## config.mk

```make
export PLATFORM = sky130hd
export DESIGN_NAME = uart_rx_cfg
export DESIGN_NICKNAME = d
export VERILOG_FILES = /design/src/rtl/uart_rx_cfg_pkg.sv /design/src/rtl/uart_rx_cfg_baud_tick.sv /design/src/rtl/uart_rx_cfg.sv
export SDC_FILE = /design/constraint.sdc
export NUM_CORES = 1
export LEC_CHECK = 0
export BUFFER_PORTS_ARGS = -buffer_cell sky130_fd_sc_hd__buf_2
export CORE_MARGIN = 3
export CORE_UTILIZATION = 55
export CTS_BUF_LIST = sky130_fd_sc_hd__clkbuf_8
export CTS_CLUSTER_DIAMETER = 150
export CTS_CLUSTER_SIZE = 25
export DETAILED_ROUTE_END_ITERATION = 12
export PLACE_DENSITY_LB_ADDON = 0.25
export SYNTH_ARGS = -nofsm -noshare
export SYNTH_HDL_FRONTEND = slang
export SYNTH_SLANG_ARGS = --single-unit
```

## constraint.sdc

```tcl
create_clock -name clk -period 2.8 [get_ports clk]
set_clock_uncertainty 0.2 [all_clocks]
set_input_delay 0.7 -clock clk [delete_from_list [all_inputs] [get_ports clk]]
set_output_delay 0.7 -clock clk [all_outputs]
set_load 0.005 [all_outputs]
```

## src/rtl/uart_rx_cfg_pkg.sv

```systemverilog
// Shared types and helpers for the configurable UART receiver.
package uart_pkg;

  typedef enum logic [1:0] {
    PAR_NONE,
    PAR_ODD,
    PAR_EVEN
  } parity_t;

  typedef enum logic [2:0] {
    IDLE,
    START,
    DATA,
    PARITY,
    STOP,
    BREAK
  } rx_state_t;

  // Oversample tick divider, rounded to nearest.
  function automatic int unsigned uart_div(input int unsigned clk_freq,
                                           input int unsigned baud,
                                           input int unsigned os);
    int unsigned den;
    den = baud * os;
    return (clk_freq + den / 2) / den;
  endfunction

endpackage

```

## src/rtl/uart_rx_cfg_baud_tick.sv

```systemverilog
// Oversample tick generator: one-cycle pulse every DIV clocks, restartable via clr.
module uart_baud_tick #(
  parameter int unsigned DIV = 651
) (
  input  logic clk,
  input  logic rst,
  input  logic clr,
  output logic tick
);

  localparam int unsigned     CW   = (DIV > 1) ? $clog2(DIV) : 1;
  localparam logic [CW-1:0]   LAST = CW'(DIV - 1);

  logic [CW-1:0] r_cnt;

  always_ff @(posedge clk) begin
    if (rst || clr) begin
      r_cnt <= '0;
    end else if (r_cnt == LAST) begin
      r_cnt <= '0;
    end else begin
      r_cnt <= r_cnt + 1'b1;
    end
  end

  assign tick = (r_cnt == LAST);

endmodule

```

## src/rtl/uart_rx_cfg.sv

```systemverilog
// Parametrised UART receiver: oversampled 3-sample majority vote, optional parity,
// 1-2 stop bits, valid/rdy handshake with parity/framing/overrun flags.
module uart_rx_cfg
  import uart_pkg::*;
#(
  parameter int unsigned CLK_FREQ   = 100_000_000,
  parameter int unsigned BAUD_RATE  = 9600,
  parameter int unsigned DATA_BITS  = 8,
  parameter parity_t     PARITY     = PAR_NONE,
  parameter int unsigned STOP_BITS  = 1,
  parameter int unsigned OVERSAMPLE = 16
) (
  input  logic                 clk,
  input  logic                 rst,
  input  logic                 rxd,
  input  logic                 rdy,
  output logic                 valid,
  output logic [DATA_BITS-1:0] data,
  output logic                 perr,
  output logic                 ferr,
  output logic                 oerr
);

  localparam int unsigned   DIV      = uart_div(CLK_FREQ, BAUD_RATE, OVERSAMPLE);
  localparam int unsigned   TW       = $clog2(OVERSAMPLE);
  localparam logic [TW-1:0] SMP_A    = TW'(OVERSAMPLE / 2 - 1);
  localparam logic [TW-1:0] SMP_B    = TW'(OVERSAMPLE / 2);
  localparam logic [TW-1:0] SMP_C    = TW'(OVERSAMPLE / 2 + 1);
  localparam logic [TW-1:0] BIT_LAST = TW'(OVERSAMPLE - 1);
  localparam logic [3:0]    DB_LAST  = 4'(DATA_BITS - 1);
  localparam logic [3:0]    SB_LAST  = 4'(STOP_BITS - 1);
  localparam logic          ODD_INV  = (PARITY == PAR_ODD);

  rx_state_t r_state, w_state_nxt;

  logic [1:0]           r_sync;
  logic                 r_rx_d;
  logic [TW-1:0]        r_tick_cnt;
  logic [3:0]           r_bit_cnt;
  logic                 r_s0, r_s1;
  logic [DATA_BITS-1:0] r_shift;
  logic                 r_perr_pend, r_ferr_pend;
  logic                 r_valid, r_perr, r_ferr, r_oerr;
  logic [DATA_BITS-1:0] r_data;

  logic w_rx, w_fall, w_tick, w_maj, w_par_bad;
  logic w_smp_a, w_smp_b, w_smp_c, w_bit_end;
  logic w_start, w_commit, w_clr, w_tcnt_clr, w_bit_clr, w_bit_inc;

  uart_baud_tick #(.DIV(DIV)) u_tick (
    .clk  (clk),
    .rst  (rst),
    .clr  (w_clr),
    .tick (w_tick)
  );

  assign w_rx      = r_sync[1];
  assign w_fall    = r_rx_d & ~w_rx;
  assign w_smp_a   = w_tick && (r_tick_cnt == SMP_A);
  assign w_smp_b   = w_tick && (r_tick_cnt == SMP_B);
  assign w_smp_c   = w_tick && (r_tick_cnt == SMP_C);
  assign w_bit_end = w_tick && (r_tick_cnt == BIT_LAST);
  // Third sample is taken live from the synchroniser, so the vote resolves on that tick.
  assign w_maj     = (r_s0 & r_s1) | (r_s0 & w_rx) | (r_s1 & w_rx);
  assign w_par_bad = w_maj ^ (^r_shift) ^ ODD_INV;

  always_ff @(posedge clk) begin
    if (rst) begin
      r_state <= IDLE;
    end else begin
      r_state <= w_state_nxt;
    end
  end

  always_comb begin
    w_state_nxt = r_state;
    w_start     = 1'b0;
    w_commit    = 1'b0;
    w_clr       = 1'b0;
    w_tcnt_clr  = 1'b0;
    w_bit_clr   = 1'b0;
    w_bit_inc   = 1'b0;
    unique case (r_state)
      IDLE: begin
        w_tcnt_clr = 1'b1;
        w_bit_clr  = 1'b1;
        if (w_fall) begin
          w_state_nxt = START;
          w_start     = 1'b1;
          w_clr       = 1'b1;
        end
      end
      START: begin
        if (w_smp_c && w_maj) begin
          w_state_nxt = IDLE;
          w_tcnt_clr  = 1'b1;
        end else if (w_bit_end) begin
          w_state_nxt = DATA;
        end
      end
      DATA: begin
        if (w_bit_end) begin
          if (r_bit_cnt == DB_LAST) begin
            w_bit_clr   = 1'b1;
            w_state_nxt = (PARITY == PAR_NONE) ? STOP : uart_pkg::PARITY;
          end else begin
            w_bit_inc = 1'b1;
          end
        end
      end
      uart_pkg::PARITY: begin
        if (w_bit_end) begin
          w_state_nxt = STOP;
        end
      end
      STOP: begin
        if (w_smp_c && (r_bit_cnt == SB_LAST)) begin
          w_commit    = 1'b1;
          w_tcnt_clr  = 1'b1;
          w_bit_clr   = 1'b1;
          w_state_nxt = w_maj ? IDLE : BREAK;
        end else if (w_bit_end) begin
          w_bit_inc = 1'b1;
        end
      end
      BREAK: begin
        // Any low sample restarts the one-bit-time high qualification.
        if (!w_rx) begin
          w_clr      = 1'b1;
          w_tcnt_clr = 1'b1;
        end else if (w_bit_end) begin
          w_state_nxt = IDLE;
        end
      end
      default: w_state_nxt = IDLE;
    endcase
  end

  always_ff @(posedge clk) begin
    if (rst) begin
      r_sync      <= '1;
      r_rx_d      <= 1'b1;
      r_tick_cnt  <= '0;
      r_bit_cnt   <= '0;
      r_s0        <= 1'b0;
      r_s1        <= 1'b0;
      r_shift     <= '0;
      r_perr_pend <= 1'b0;
      r_ferr_pend <= 1'b0;
    end else begin
      r_sync <= {r_sync[0], rxd};
      r_rx_d <= w_rx;

      if (w_tcnt_clr) begin
        r_tick_cnt <= '0;
      end else if (w_tick) begin
        r_tick_cnt <= (r_tick_cnt == BIT_LAST) ? '0 : r_tick_cnt + 1'b1;
      end

      if (w_bit_clr) begin
        r_bit_cnt <= '0;
      end else if (w_bit_inc) begin
        r_bit_cnt <= r_bit_cnt + 1'b1;
      end

      if (w_smp_a) r_s0 <= w_rx;
      if (w_smp_b) r_s1 <= w_rx;

      if ((r_state == DATA) && w_smp_c) begin
        r_shift <= {w_maj, r_shift[DATA_BITS-1:1]};
      end

      if (w_start) begin
        r_perr_pend <= 1'b0;
        r_ferr_pend <= 1'b0;
      end else begin
        if ((r_state == uart_pkg::PARITY) && w_smp_c && w_par_bad) r_perr_pend <= 1'b1;
        if ((r_state == STOP) && w_smp_c && !w_maj)                r_ferr_pend <= 1'b1;
      end
    end
  end

  always_ff @(posedge clk) begin
    if (rst) begin
      r_valid <= 1'b0;
      r_data  <= '0;
      r_perr  <= 1'b0;
      r_ferr  <= 1'b0;
      r_oerr  <= 1'b0;
    end else begin
      if (w_commit) begin
        r_valid <= 1'b1;
        r_data  <= r_shift;
        r_perr  <= r_perr_pend;
        r_ferr  <= r_ferr_pend | ~w_maj;
      end else if (r_valid && rdy) begin
        r_valid <= 1'b0;
      end

      // A handshake in the commit cycle means the old frame was consumed: no overrun.
      if (r_valid && rdy) begin
        r_oerr <= 1'b0;
      end else if (w_commit && r_valid) begin
        r_oerr <= 1'b1;
      end
    end
  end

  assign valid = r_valid;
  assign data  = r_data;
  assign perr  = r_perr;
  assign ferr  = r_ferr;
  assign oerr  = r_oerr;

endmodule

```

==> metrics <==
chip height=70.3 µm; largest net degree at the start of global routing=29; total number of vias=1838; worst rel slew slack=59.4%; dpl cells=321; maximum vdd ir drop=0.356 mV; initial antenna violation count=0; period utilisation layout=81.9%; total grt overflow=0; gr usage total=18.7%; Die Wd=70.3 µm; Post-synth top cells=48 x dfxtp_1, 37 x nand2_1, 28 x nor2_1, 25 x a21oi_1, 15 x nand3_1; fin cells=329; flops & latches, synth=48; outcome=finished clean; Area contributors post-synth=dfxtp_1 42%, nand2_1 6.1%, a21oi_1 5.5%; post-DP HPWL=3090 µm; std cell rows=22; CTS clk-pin slew, worst paths=0.09 ns; Mapped Cells=268; measured slew at the worst slew-check pin=0.594 ns; syn avg cell area=8.48 µm²; CP Capture Type=flop; complex-gate fraction of the synthesized area=11.9%; Final setup viols=0; Mapped Area=2270 µm²; warnings from Yosys=0; Simple-Gate Fraction of Synth Area=27.8%; synth-to-layout area growth=8.59%; routability cong.=0.800; Max Clk Rate=436 MHz; top-count cell post-synth=dfxtp_1; R2R Path End=ferr; Via density=5.59; top cell type by total area after synthesis=dfxtp_1; crit path kind=flop to flop; Clock Latency Late Sink=0.30 ns; first-pass GRT wire length=7530 µm; FF-to-FF Start=u_tick.r_cnt[0]; Antenna Cells=0; Tmin final=2.29 ns; I/O Buffers=15; Core Footprint=3830 µm²; sequential-to-total area share from yosys stat=42.3%; reg2reg path depth=7; EDFF count, synth=0; DRT iter0 DRCs=100; nets=291; die footprint=4940 µm²; wire per inst=13.4 µm; P_leak=0.000910 µW; Syn Nets=279; clock root cell=clkbuf_8; power density over the cells=482 nW/µm²; I/O pin count=16; Final Hold Viols=0; CTS sink cnt=48; hold path start=r_sync[0]; multiplexer share of the synthesized area=2.64%; WHS Endpoint=r_sync[1]; vias in the first global route=1673; post-CTS setup buffer count=0; Initial Util=59.4%; CTS tree=built; RSZ-0062 raised after global routing=false; asr flop ratio synth=0%; flop2flop setup slack=0.51 ns; Initial DRT Pass Iterations=4; fraction of layout cells with a size suffix above 1=12.1%; Worst Path Max Fanout=12; CP startpoint kind=flop; crit path DAT=2.31 ns; WP data required=2.82 ns; largest family of logic cells by synthesized area=simple AND/OR/NAND/NOR gates; worst hold path type=flop to flop; Main synth FF type=dfxtp_1; CTS buffer count=5; htree depth=2; xor/xnor cell area share of the yosys netlist=7.10%; total of max-cap violations=0; Post-CTS Resized=0; Max clock buf depth=2; Post-CTS Hold Buffers=0; ANT nets after route=0; Netlist cell types=48; setup TNS=0 ns; Worst Hold Depth=1; post-synthesis adder-cell area fraction=4.35%; # DRC=0; Max Slew Vio Count=0; area fraction of the dominant cell type after synthesis=42.3%; Post-Route WL=4420 µm
-- metrics by stage --
step | hold WS (ns) | utilization (%) | setup slack (ns) | area [µm²] | total power (µW)
6_report | 0.213 | 64.5 | 0.507 | 2470 | 1190
5_1_grt | 0.233 | 64.5 | 0.314 | 2470 | 1240
4_1_cts | 0.215 | 64.5 | 0.477 | 2470 | 1200
3_5_place_dp | 0.194 | 62.0 | 0.524 | 2370 | 782
3_3_place_gp | 0.195 | 62.0 | 0.548 | 2370 | 780
2_1_floorplan | 0.189 | - | 0.788 | 2270 | 767
-- kinds of logic (layout without fill, tap and decap cells) --
kind of cell / count (synthesis) / after routing
adders and majority gates: 8 / 8
xor gates and xnor gates: 16 / 16
AOI/OAI and AO/OA: 45 / 45
DFF: 48 / 48
buffers and inverters: 22 / 35
and+or+nand+nor: 123 / 123
muxes: 6 / 6
-- worst max-delay path by stage --
stage,to,slack [ns],start
after floorplan,r_perr_pend,0.79,r_tick_cnt[0]
after global placement,ferr,0.55,u_tick.r_cnt[0]
after detailed placement,ferr,0.52,u_tick.r_cnt[0]
after CTS,ferr,0.48,u_tick.r_cnt[0]
after global routing,oerr,0.31,u_tick.r_cnt[0]
final,ferr,0.51,u_tick.r_cnt[0]
-- registers in the layout, indices dropped and copies added (netlist names), 2 cells and up --
name,count
r_state,3
r_sync,2
r_tick_cnt,4
r_shift,8
data,8
r_bit_cnt,4
u_tick.r_cnt,10
-- layer usage --
layer | track usage, % | vias up | part of all wire, %
li1 | - | 954 | -
met1 | 26.6 | 850 | 52
met2 | 26.1 | 25 | 43
met3 | 4.32 | 9 | 3.4
met4 | 9.57 | 0 | 2.1
met5 | 0 | - | 0
-- cell type report --
| cell class | count | area, µm² |
|---|---|---|
| flip-flops and latches | 48 | 961 |
| multi-input cells | 198 | 1220 |
| clock buffers | 6 | 82.6 |
| well taps | 48 | 60.1 |
| clock inverters | 2 | 11.3 |
| repair buffers | 18 | 97.6 |
| inverters | 9 | 33.8 |
| fillers | 339 | 1360 |
-- layout by cell type (no fill, tap or decap), types with 4 or more instances in the layout --
cell type,count
xnor2_1,9
nand3_1,15
nand2_1,37
buf_2,15
a21oi_1,25
inv_1,10
ha_1,7
mux2i_1,6
nor3_1,4
nor2_1,28
xor2_1,5
nand2b_1,4
o21ai_0,4
nand4_1,9
dfxtp_1,48
clkbuf_8,6
nor3b_1,4
-- where the power goes --
part           leakage, µW  switching [µW]  internal (µW)
logic             0.000473            37.2           26.3
registers         0.000388            13.6            691
clock network    0.0000486             224            197
total             0.000910             275            914
-- worst max-delay path, stage by stage (launching register included) --
cell,delay [ns]
dfxtp_1,0.34
inv_1,0.06
ha_1,0.14
and2_1,0.20
and3_1,0.42
and4_1,0.54
nor2_1,0.08
a311oi_1,0.23
(Power assumes the default switching activity.)
